**config.mk**
```make
export PLATFORM = sky130hd
export DESIGN_NAME = fft_frame_sequencer_flat
export DESIGN_NICKNAME = d
export VERILOG_FILES = /design/src/rtl/fft_frame_sequencer_if.sv /design/src/rtl/fft_frame_sequencer.sv /design/src/flat_wrapper.sv
export SDC_FILE = /design/constraint.sdc
export NUM_CORES = 1
export LEC_CHECK = 0
export CAP_MARGIN = 25
export CORE_UTILIZATION = 40
export CTS_CLUSTER_DIAMETER = 40
export CTS_CLUSTER_SIZE = 20
export DETAILED_ROUTE_END_ITERATION = 6
export PLACE_DENSITY = 0.72
export RECOVER_POWER = 50
export SETUP_SLACK_MARGIN = 0.4
export SLEW_MARGIN = 0
export SYNTH_ARGS = -nofsm -noshare
export SYNTH_HDL_FRONTEND = slang
export SYNTH_SLANG_ARGS = --single-unit
```
**constraint.sdc**
```tcl
create_clock -name clk -period 2.4 [get_ports clk]
set_input_delay 0.24 -clock clk [delete_from_list [all_inputs] [get_ports clk]]
set_output_delay 0.24 -clock clk [all_outputs]
set_load 0.02 [all_outputs]
```
**src/rtl/fft_frame_sequencer_if.sv**
```systemverilog
// Bundle of the sample stream, FFT core load/control pins, result stream and status
// that connect the frame sequencer to its environment.
interface fft_frame_sequencer_if #(
  parameter int width = 16,
  parameter int N_2   = 5
);
  // in_valid/in_ready: a beat transfers on any clock edge where both are high; the
  // source holds in_data while in_valid is high and in_ready is low. out_valid has
  // no backpressure and every result beat is presented exactly once.
  logic             go;
  logic             abort;
  logic             in_valid;
  logic             in_ready;
  logic [width-1:0] in_data;
  logic             fft_load;
  logic [N_2-1:0]   fft_rd_adr;
  logic [width-1:0] fft_rd;
  logic             fft_start;
  logic             fft_reset;
  logic             fft_done;
  logic [width-1:0] fft_wd;
  logic             out_valid;
  logic [width-1:0] out_data;
  logic             out_last;
  logic             busy;
  logic             timeout_err;
  logic [15:0]      frame_cnt;

  modport slave (
    input  go, abort, in_valid, in_data, fft_done, fft_wd,
    output in_ready, fft_load, fft_rd_adr, fft_rd, fft_start, fft_reset,
           out_valid, out_data, out_last, busy, timeout_err, frame_cnt
  );

  modport master (
    output go, abort, in_valid, in_data, fft_done, fft_wd,
    input  in_ready, fft_load, fft_rd_adr, fft_rd, fft_start, fft_reset,
           out_valid, out_data, out_last, busy, timeout_err, frame_cnt
  );
endinterface

```
**src/rtl/fft_frame_sequencer.sv**
```systemverilog
// Frame scheduler for the ping-pong FFT core: loads N samples, starts the core,
// watches for done, streams the N results out and clears the core between frames.
module fft_frame_sequencer #(
  parameter int width   = 16,
  parameter int N_2     = 5,
  parameter int RD_LAT  = 1,
  parameter int TIMEOUT = 128
) (
  input  logic                  clk,
  input  logic                  reset_n,
  fft_frame_sequencer_if.slave  bus,
  output logic [2:0]            state_o
);
  localparam int WD_W = $clog2(TIMEOUT);
  localparam int DR_W = $clog2(RD_LAT + 1) + 1;

  localparam logic [2:0] S_IDLE   = 3'd0;
  localparam logic [2:0] S_LOAD   = 3'd1;
  localparam logic [2:0] S_START  = 3'd2;
  localparam logic [2:0] S_RUN    = 3'd3;
  localparam logic [2:0] S_UNLOAD = 3'd4;
  localparam logic [2:0] S_DRAIN  = 3'd5;
  localparam logic [2:0] S_CLEAR  = 3'd6;

  logic [2:0]        state_q,     state_d;
  logic [N_2-1:0]    load_cnt_q,  load_cnt_d;
  logic [N_2-1:0]    beat_cnt_q,  beat_cnt_d;
  logic [WD_W-1:0]   wdog_q,      wdog_d;
  logic [DR_W-1:0]   drain_q,     drain_d;
  logic [RD_LAT-1:0] vld_sr_q,    vld_sr_d;
  logic [RD_LAT-1:0] last_sr_q,   last_sr_d;
  logic              out_valid_q, out_valid_d;
  logic              out_last_q,  out_last_d;
  logic [width-1:0]  out_data_q,  out_data_d;
  logic              timeout_q,   timeout_d;
  logic [15:0]       frame_q,     frame_d;

  logic accept;
  logic issue;
  logic issue_last;

  // abort blocks acceptance so a beat offered in the abort cycle is not swallowed
  assign accept     = (state_q == S_LOAD) && bus.in_valid && !bus.abort;
  assign issue      = ((state_q == S_RUN) && bus.fft_done) || (state_q == S_UNLOAD);
  assign issue_last = (state_q == S_UNLOAD) && (beat_cnt_q == '1);

  always_comb begin
    state_d     = state_q;
    load_cnt_d  = load_cnt_q;
    beat_cnt_d  = beat_cnt_q;
    wdog_d      = wdog_q;
    drain_d     = drain_q;
    timeout_d   = timeout_q;
    frame_d     = frame_q;
    out_data_d  = out_data_q;
    vld_sr_d    = '0;
    last_sr_d   = '0;
    vld_sr_d[0]  = issue;
    last_sr_d[0] = issue_last;
    for (int i = 1; i < RD_LAT; i++) begin
      vld_sr_d[i]  = vld_sr_q[i-1];
      last_sr_d[i] = last_sr_q[i-1];
    end
    // the shift-register tail lines up with the core's read data on fft_wd
    out_valid_d = vld_sr_q[RD_LAT-1];
    out_last_d  = last_sr_q[RD_LAT-1];
    if (vld_sr_q[RD_LAT-1]) out_data_d = bus.fft_wd;

    case (state_q)
      S_CLEAR: state_d = S_IDLE;
      S_IDLE:  if (bus.go) state_d = S_LOAD;
      S_LOAD: begin
        if (accept) begin
          load_cnt_d = load_cnt_q + N_2'(1);
          if (load_cnt_q == '1) state_d = S_START;
        end
      end
      S_START: begin
        wdog_d  = '0;
        state_d = S_RUN;
      end
      S_RUN: begin
        wdog_d = wdog_q + WD_W'(1);
        if (bus.fft_done) begin
          beat_cnt_d = N_2'(1);
          state_d    = S_UNLOAD;
        end else if (wdog_q == WD_W'(TIMEOUT - 2)) begin
          timeout_d = 1'b1;
          state_d   = S_CLEAR;
        end
      end
      S_UNLOAD: begin
        beat_cnt_d = beat_cnt_q + N_2'(1);
        if (beat_cnt_q == '1) begin
          drain_d = '0;
          state_d = S_DRAIN;
        end
      end
      S_DRAIN: begin
        drain_d = drain_q + DR_W'(1);
        if (drain_q == DR_W'(RD_LAT)) begin
          frame_d = frame_q + 16'd1;
          state_d = S_CLEAR;
        end
      end
      default: state_d = S_CLEAR;
    endcase

    if (bus.abort) begin
      state_d     = S_CLEAR;
      timeout_d   = 1'b0;
      load_cnt_d  = '0;
      beat_cnt_d  = '0;
      wdog_d      = '0;
      drain_d     = '0;
      vld_sr_d    = '0;
      last_sr_d   = '0;
      out_valid_d = 1'b0;
      out_last_d  = 1'b0;
    end
  end

  always_ff @(posedge clk or negedge reset_n) begin
    if (!reset_n) begin
      state_q     <= S_CLEAR;
      load_cnt_q  <= '0;
      beat_cnt_q  <= '0;
      wdog_q      <= '0;
      drain_q     <= '0;
      vld_sr_q    <= '0;
      last_sr_q   <= '0;
      out_valid_q <= 1'b0;
      out_last_q  <= 1'b0;
      out_data_q  <= '0;
      timeout_q   <= 1'b0;
      frame_q     <= '0;
    end else begin
      state_q     <= state_d;
      load_cnt_q  <= load_cnt_d;
      beat_cnt_q  <= beat_cnt_d;
      wdog_q      <= wdog_d;
      drain_q     <= drain_d;
      vld_sr_q    <= vld_sr_d;
      last_sr_q   <= last_sr_d;
      out_valid_q <= out_valid_d;
      out_last_q  <= out_last_d;
      out_data_q  <= out_data_d;
      timeout_q   <= timeout_d;
      frame_q     <= frame_d;
    end
  end

  assign bus.in_ready    = (state_q == S_LOAD) && !bus.abort;
  assign bus.fft_load    = accept;
  assign bus.fft_rd_adr  = load_cnt_q;
  assign bus.fft_rd      = bus.in_data;
  assign bus.fft_start   = (state_q == S_START);
  assign bus.fft_reset   = (state_q == S_CLEAR);
  assign bus.out_valid   = out_valid_q;
  assign bus.out_data    = out_data_q;
  assign bus.out_last    = out_last_q;
  assign bus.busy        = (state_q != S_IDLE);
  assign bus.timeout_err = timeout_q;
  assign bus.frame_cnt   = frame_q;
  assign state_o         = state_q;
endmodule

```
**src/flat_wrapper.sv**
```systemverilog
// flat-port wrapper written by rule: the top's interface ports become plain ports
module fft_frame_sequencer_flat 
#(
  parameter int width   = 16,
  parameter int N_2     = 5,
  parameter int RD_LAT  = 1,
  parameter int TIMEOUT = 128
)
  (clk, reset_n, state_o, bus_go, bus_abort, bus_in_valid, bus_in_data, bus_fft_done, bus_fft_wd, bus_in_ready, bus_fft_load, bus_fft_rd_adr, bus_fft_rd, bus_fft_start, bus_fft_reset, bus_out_valid, bus_out_data, bus_out_last, bus_busy, bus_timeout_err, bus_frame_cnt);
  fft_frame_sequencer_if #(.width(width), .N_2(N_2)) bus_i ();
  input  logic clk;
  input  logic reset_n;
  output logic [2:0] state_o;
  input wire logic [$bits(bus_i.go)-1:0] bus_go;
  input wire logic [$bits(bus_i.abort)-1:0] bus_abort;
  input wire logic [$bits(bus_i.in_valid)-1:0] bus_in_valid;
  input wire logic [$bits(bus_i.in_data)-1:0] bus_in_data;
  input wire logic [$bits(bus_i.fft_done)-1:0] bus_fft_done;
  input wire logic [$bits(bus_i.fft_wd)-1:0] bus_fft_wd;
  output wire logic [$bits(bus_i.in_ready)-1:0] bus_in_ready;
  output wire logic [$bits(bus_i.fft_load)-1:0] bus_fft_load;
  output wire logic [$bits(bus_i.fft_rd_adr)-1:0] bus_fft_rd_adr;
  output wire logic [$bits(bus_i.fft_rd)-1:0] bus_fft_rd;
  output wire logic [$bits(bus_i.fft_start)-1:0] bus_fft_start;
  output wire logic [$bits(bus_i.fft_reset)-1:0] bus_fft_reset;
  output wire logic [$bits(bus_i.out_valid)-1:0] bus_out_valid;
  output wire logic [$bits(bus_i.out_data)-1:0] bus_out_data;
  output wire logic [$bits(bus_i.out_last)-1:0] bus_out_last;
  output wire logic [$bits(bus_i.busy)-1:0] bus_busy;
  output wire logic [$bits(bus_i.timeout_err)-1:0] bus_timeout_err;
  output wire logic [$bits(bus_i.frame_cnt)-1:0] bus_frame_cnt;
  assign bus_i.go = bus_go;
  assign bus_i.abort = bus_abort;
  assign bus_i.in_valid = bus_in_valid;
  assign bus_i.in_data = bus_in_data;
  assign bus_i.fft_done = bus_fft_done;
  assign bus_i.fft_wd = bus_fft_wd;
  assign bus_in_ready = bus_i.in_ready;
  assign bus_fft_load = bus_i.fft_load;
  assign bus_fft_rd_adr = bus_i.fft_rd_adr;
  assign bus_fft_rd = bus_i.fft_rd;
  assign bus_fft_start = bus_i.fft_start;
  assign bus_fft_reset = bus_i.fft_reset;
  assign bus_out_valid = bus_i.out_valid;
  assign bus_out_data = bus_i.out_data;
  assign bus_out_last = bus_i.out_last;
  assign bus_busy = bus_i.busy;
  assign bus_timeout_err = bus_i.timeout_err;
  assign bus_frame_cnt = bus_i.frame_cnt;
  fft_frame_sequencer #(.width(width), .N_2(N_2), .RD_LAT(RD_LAT), .TIMEOUT(TIMEOUT)) u_core (.clk(clk), .reset_n(reset_n), .bus(bus_i), .state_o(state_o));
endmodule
```
==> flow_summary.json, run 1 <==
{
  "status": "completed",
  "vdd_drop_max_v": 0.000749,
  "clock_sinks": 59,
  "min_path_type": "primary input to async pin",
  "final_common_cell": "clkdlybuf4s50_1",
  "place_hpwl_um": 4020,
  "ys_top_cells_by_area": "dfrtp_1 (49%), mux2_2 (6.2%), buf_4 (4.4%)",
  "areaGrowthSynthToFinish_pct": 31.7,
  "drv_cap": 0,
  "routabilityCongestion": 0.823,
  "grt_use_total": 0.164,
  "setup_tns_ps": 0,
  "synthFlopType": "dfrtp_1",
  "worstPathMaxFanout": 9,
  "drc": 0,
  "avgRoutedWirePerCell_um": 13.7,
  "critPathKind": "flop to flop",
  "fmax_mhz": 491,
  "die_y_um": 87.2,
  "layout_common_cells": "clkdlybuf4s50_1 (63), dfrtp_1 (56), nor2_1 (18)",
  "slew_headroom": 0.503,
  "io_pins": 102,
  "cp.arrival_ps": 2290,
  "period_needed_ps": 2040,
  "stdcell_count": 422,
  "grt_remaining_overflow": 0,
  "yosysTopAreaCell": "dfrtp_1",
  "routed_wl_um": 5800,
  "cts-root-buf": "clkbuf_8",
  "vias": 2150,
  "port-buffer-count": 69,
  "syn_area_sq_um": 2900,
  "cts_tree": "built",
  "cts_buffers": 9,
  "avgViaCountPerCell": 5.09,
  "utilization": 0.553,
  "fillerInstances": 633,
  "start_util": 0.420,
  "final_area_sq_um": 3820,
  "power.density_nw_per_um2": 942,
  "hold_ws_ps": 464,
  "dieArea_sq_um": 7600,
  "drive_gt1_frac": 0.166,
  "synth_cell_types": 43,
  "n_antenna_cell": 0,
  "antenna_found_initial": 0,
  "drt_iter0_drc": 94,
  "required_ps": 2650,
  "clk_pin_slew_worst_paths_ps": 70,
  "num-nets-final": 368,
  "ant_nets": 0,
  "grt_max_degree": 29,
  "crit_path_end_kind": "flop",
  "syn_inst": 258,
  "drt_pass1_iterations": 4,
  "die_w_um": 87.2,
  "min_period_over_period": 0.848,
  "clock_latency_ps": 330,
  "syn_nets": 304,
  "leakagePower_nw": 1.72,
  "setup_viol": 0,
  "start_kind": "flop",
  "grt_pass1_wl_um": 9540,
  "cts.htree.levels": 3,
  "dpl_cell_area_sq_um": 3570,
  "clockBufferDepth": 2,
  "syn_area_per_cell_sq_um": 11.2,
  "core_sq_um": 6910,
  "finalMaxSlewViolations": 0,
  "hold_viol": 0,
  "synth_top_area_frac": 0.492,
  "synth_edf_count": 0,
  "first_global_vias": 2002,
  "ys_seq_area_frac": 0.510,
  "rows": 30,
  "rsz0062_at_grt": "yes",
  "skew_ps": 5.06,
  "tightest_slew_ps": 746,
  "dp_cells": 402,
  "synth-async-reset-ratio": 1.00,
  "synth_warnings": 0,
  "ys_ff_latch": 59
}
registers in the layout, indices dropped and copies added (netlist names):
register and cells:
u_core.bus.frame_cnt 16, u_core.drain_q 2, u_core.state_o 3, u_core.bus.out_last 1
u_core.wdog_q 7, u_core.bus.timeout_err 1, u_core.bus.out_valid 1, u_core.bus.fft_rd_adr 5
u_core.last_sr_q 1, u_core.vld_sr_q 1, u_core.bus.out_data 16, u_core.beat_cnt_q 5
routing by layer:
metal,global-route usage,up-vias,share of wire
met4,0.0611,0,0.012
met3,0.0464,8,0.067
met1,0.227,1043,0.48
met5,0,-,0
li1,-,1017,-
met2,0.244,82,0.45
cell usage after synthesis (2+ instances only):
cell and count:
nor2b_1 4, buf_6 2, mux2i_1 4, nand2_1 17, o21ai_0 17, a31oi_1 4
and2_1 4, or3_1 3, and3_1 6, o31ai_1 2, clkbuf_1 4, buf_2 4
dfrtp_1 57, a21oi_1 4, inv_1 7, a22o_1 3, mux2_2 16, nand4_1 6
xnor2_1 12, buf_4 17, nor3_2 3, ha_1 8, and4_1 2, dfstp_2 2
nor2_1 18, nand3_1 9, xor2_1 7
what timing repair did:
| action | 4_1_cts | 5_1_grt |
|---|---|---|
| buffers inserted | 4 | 0 |
| setup endpoints to repair | 5 | 3 |
| gates resized for setup | 7 | 4 |
| endpoints found under the hold margin | 26 | 0 |
| hold buffers | 1 | 0 |
final cells by class:
type                            instances  area [sq um]  share of cell area
Clock buffer                           10           138              0.0360
Clock inverter                          5          77.6              0.0203
Inverter                                7          26.3             0.00688
Multi-Input combinational cell        165          1220               0.320
Sequential cell                        59          1480               0.387
Tap cell                               96           120              0.0314
Timing Repair Buffer                   80           757               0.198
power by group:
part / total [W] / switching (W) / leakage [nW] / internal (W)
Sequential: 0.00137 / 0.000175 / 0.779 / 0.00120
Combinational: 0.00124 / 0.000596 / 0.829 / 0.000645
Clock: 0.000987 / 0.000385 / 0.108 / 0.000603
Total: 0.00360 / 0.00115 / 1.72 / 0.00244
through the flow:
step	power, W	setup WS, ps
2_1_floorplan	0.00211	698
3_3_place_gp	0.00257	329
3_5_place_dp	0.00259	333
4_1_cts	0.00366	273
5_1_grt	0.00378	269
6_report	0.00360	365
path summary, 6_finish.rpt:
kind / from / endpoint / slack, ps / depth (start not counted)
worst max-delay path: u_core.state_o[2] / u_core.bus.frame_cnt[12] / 360 / 5
min in group clk: u_core.last_sr_q / u_core.bus.out_last / 470 / 1
max in group asynchronous: reset_n / u_core.bus.out_data[12] / 850 / 3
worst min-delay path: reset_n / u_core.bus.out_data[9] / 460 / 2
worst min register to register: u_core.last_sr_q / u_core.bus.out_last / 470 / 1
worst max register to register: u_core.state_o[2] / u_core.bus.frame_cnt[12] / 360 / 5
logic make-up (layout without fill, tap and decap cells):
logic type	count (synthesis)	after routing	synth area share
AOI/OAI and AO/OA	35	35	0.0742
xor gates and xnor gates	19	19	0.0574
adders and majority gates	8	8	0.0345
buffers and inverters	34	102	0.0729
DFF	59	59	0.510
muxes	20	20	0.0759
and+or+nand+nor	83	83	0.175
worst max-delay path, stage by stage, from the launching register on:
cell	delay [ps]
dfstp_1	690
clkbuf_1	320
nand4b_4	210
or3_4	440
nor3_2	140
xor2_1	160
Power figures use the tool's default switching activity.
==> run 2: changes to the inputs <==
--- a/config.mk
+++ b/config.mk
@@ -10,7 +10,7 @@
 export CTS_CLUSTER_DIAMETER = 40
 export CTS_CLUSTER_SIZE = 20
 export DETAILED_ROUTE_END_ITERATION = 6
-export PLACE_DENSITY = 0.72
+export PLACE_DENSITY = 0.75
 export RECOVER_POWER = 50
 export SETUP_SLACK_MARGIN = 0.4
 export SLEW_MARGIN = 0
==> constraint.sdc (replaced) <==
create_clock -name clk -period 1.8 [get_ports clk]
set_input_delay 0.18 -clock clk [delete_from_list [all_inputs] [get_ports clk]]
set_output_delay 0.18 -clock clk [all_outputs]
set_load 0.02 [all_outputs]
==> flow_summary.json, run 2 (same netlist as run 1, synthesis figures left out) <==
{
  "tightest_slew_ps": 646,
  "clock_sinks": 59,
  "drv_cap": 0,
  "num-nets-final": 396,
  "stdcell_count": 451,
  "start_kind": "flop",
  "min_path_type": "primary input to output pin",
  "startpoint": "u_core.beat_cnt_q[1]",
  "grt_pass1_wl_um": 11100,
  "cts.htree.levels": 3,
  "grt_use_total": 0.193,
  "setup_ws_ps": 103,
  "skew_ps": 6.79,
  "die_w_um": 87.2,
  "grt_max_degree": 26,
  "rsz0062_at_grt": "yes",
  "comb_power_share": 0.406,
  "slew_headroom": 0.569,
  "antenna_found_initial": 0,
  "avgRoutedWirePerCell_um": 15.2,
  "final_common_cell": "dfrtp_1",
  "sw_frac_of_total": 0.336,
  "hold_viol": 0,
  "period_needed_ps": 1700,
  "pwr-share-clk": 0.256,
  "dieArea_sq_um": 7600,
  "die_y_um": 87.2,
  "crit_path_end_kind": "flop",
  "avgViaCountPerCell": 5.04,
  "rrSetupSlack_ps": 100,
  "place_hpwl_um": 4370,
  "clock_latency_ps": 340,
  "vias": 2275,
  "start_util": 0.420,
  "min_period_over_period": 0.943,
  "port-buffer-count": 69,
  "dpl_cell_area_sq_um": 3710,
  "cts_buffers": 9,
  "internal_power_w": 0.00350,
  "n_antenna_cell": 0,
  "setup_viol": 0,
  "layout_common_cells": "dfrtp_1 (51), dlygate4sd2_1 (40), buf_4 (25)",
  "areaGrowthSynthToFinish_pct": 47.6,
  "min_from": "bus_in_data[15]",
  "drt_iter0_drc": 94,
  "first_global_vias": 2367,
  "worstPathMaxFanout": 3,
  "reg2reg_from": "u_core.beat_cnt_q[1]",
  "dp_slack_ps": -30.7,
  "routed_wl_um": 6880,
  "leakagePower_nw": 2.08,
  "rows": 30,
  "power.density_nw_per_um2": 1230,
  "fmax_mhz": 589,
  "clk_pin_slew_worst_paths_ps": 70,
  "required_ps": 2040,
  "final_area_sq_um": 4280,
  "r2r_cells": 7,
  "drc": 0,
  "clockBufferDepth": 2,
  "cp.arrival_ps": 1940,
  "status": "completed",
  "finalMaxSlewViolations": 0,
  "drive_gt1_frac": 0.366,
  "power_switching_w": 0.00178,
  "rr_endpoint": "u_core.state_o[0]",
  "grt_remaining_overflow": 0,
  "hold_ws_ps": 360,
  "ant_nets": 0,
  "cts-root-buf": "clkbuf_8",
  "dp_cells": 410,
  "drt_pass1_iterations": 4,
  "routabilityCongestion": 0.769,
  "critPathKind": "flop to flop",
  "p_seq_frac": 0.338,
  "io_pins": 102,
  "cts_tree": "built",
  "vdd_drop_max_v": 0.000902,
  "core_sq_um": 6910,
  "endpoint": "u_core.state_o[0]"
}
-- run 2: worst min-delay path by stage --
stage / cells after the start / slack [ps] / to
after floorplan: 0 / -120 / u_core.beat_cnt_q[0]
final: 0 / 360 / bus_fft_rd[15]
after global placement: 1 / 220 / u_core.bus.frame_cnt[10]
after detailed placement: 1 / 230 / u_core.bus.frame_cnt[9]
after global routing: 0 / 360 / bus_fft_rd[5]
after CTS: 0 / 360 / bus_fft_rd[3]
-- run 2: timing repair --
action | 4_1_cts | 5_1_grt
endpoints found under the hold margin | 23 | 0
hold buffers | 1 | 0
pin swaps | 20 | 14
endpoints found under the setup margin | 81 | 47
resized for setup | 109 | 29
buffers inserted | 19 | 5
-- run 2: final cells by class --
type,count,area (sq um)
flip-flops and latches,59,1490
inverters,7,26.3
well taps,96,120
repair buffers,108,958
clock buffers,10,138
multi-input cells,165,1460
fillers,587,2630
clock inverters,6,88.8
-- run 2: power groups by stage --
| stage | combinational (W) | sequential (W) | clock [W] |
|---|---|---|---|
| floorplan | 0.000818 | 0.00207 | 0 |
| global placement | 0.00172 | 0.00184 | 0 |
| detailed placement | 0.00175 | 0.00186 | 0 |
| CTS | 0.00195 | 0.00178 | 0.00139 |
| global route | 0.00230 | 0.00181 | 0.00145 |
| finish | 0.00214 | 0.00179 | 0.00135 |
-- run 2: layer usage --
metal | wire, um | share of wire | vias to the layer above | track usage
met3 | 461 | 0.067 | 7 | 0.0616
li1 | - | - | 1076 | -
met1 | 2960 | 0.43 | 1102 | 0.247
met4 | 63 | 0.0092 | 0 | 0.0551
met5 | 0 | 0 | - | 0
met2 | 3390 | 0.49 | 90 | 0.314
-- run 2: worst max-delay path: stages, from the launching register on --
cell and delay [ps]:
dfrtp_1 430, ha_4 190, and3_4 150, ha_4 160
mux2i_4 150, a32oi_2 150, o31ai_2 100, mux2i_1 270
-- run 2: through the flow --
step	total power (W)	util	setup TNS (ps)
after global routing	0.00556	0.620	0
final	0.00528	0.620	0
after detailed placement	0.00360	0.538	-64.1
after CTS	0.00511	0.600	0
after global placement	0.00356	0.538	-68.4
after floorplan	0.00289	-	0
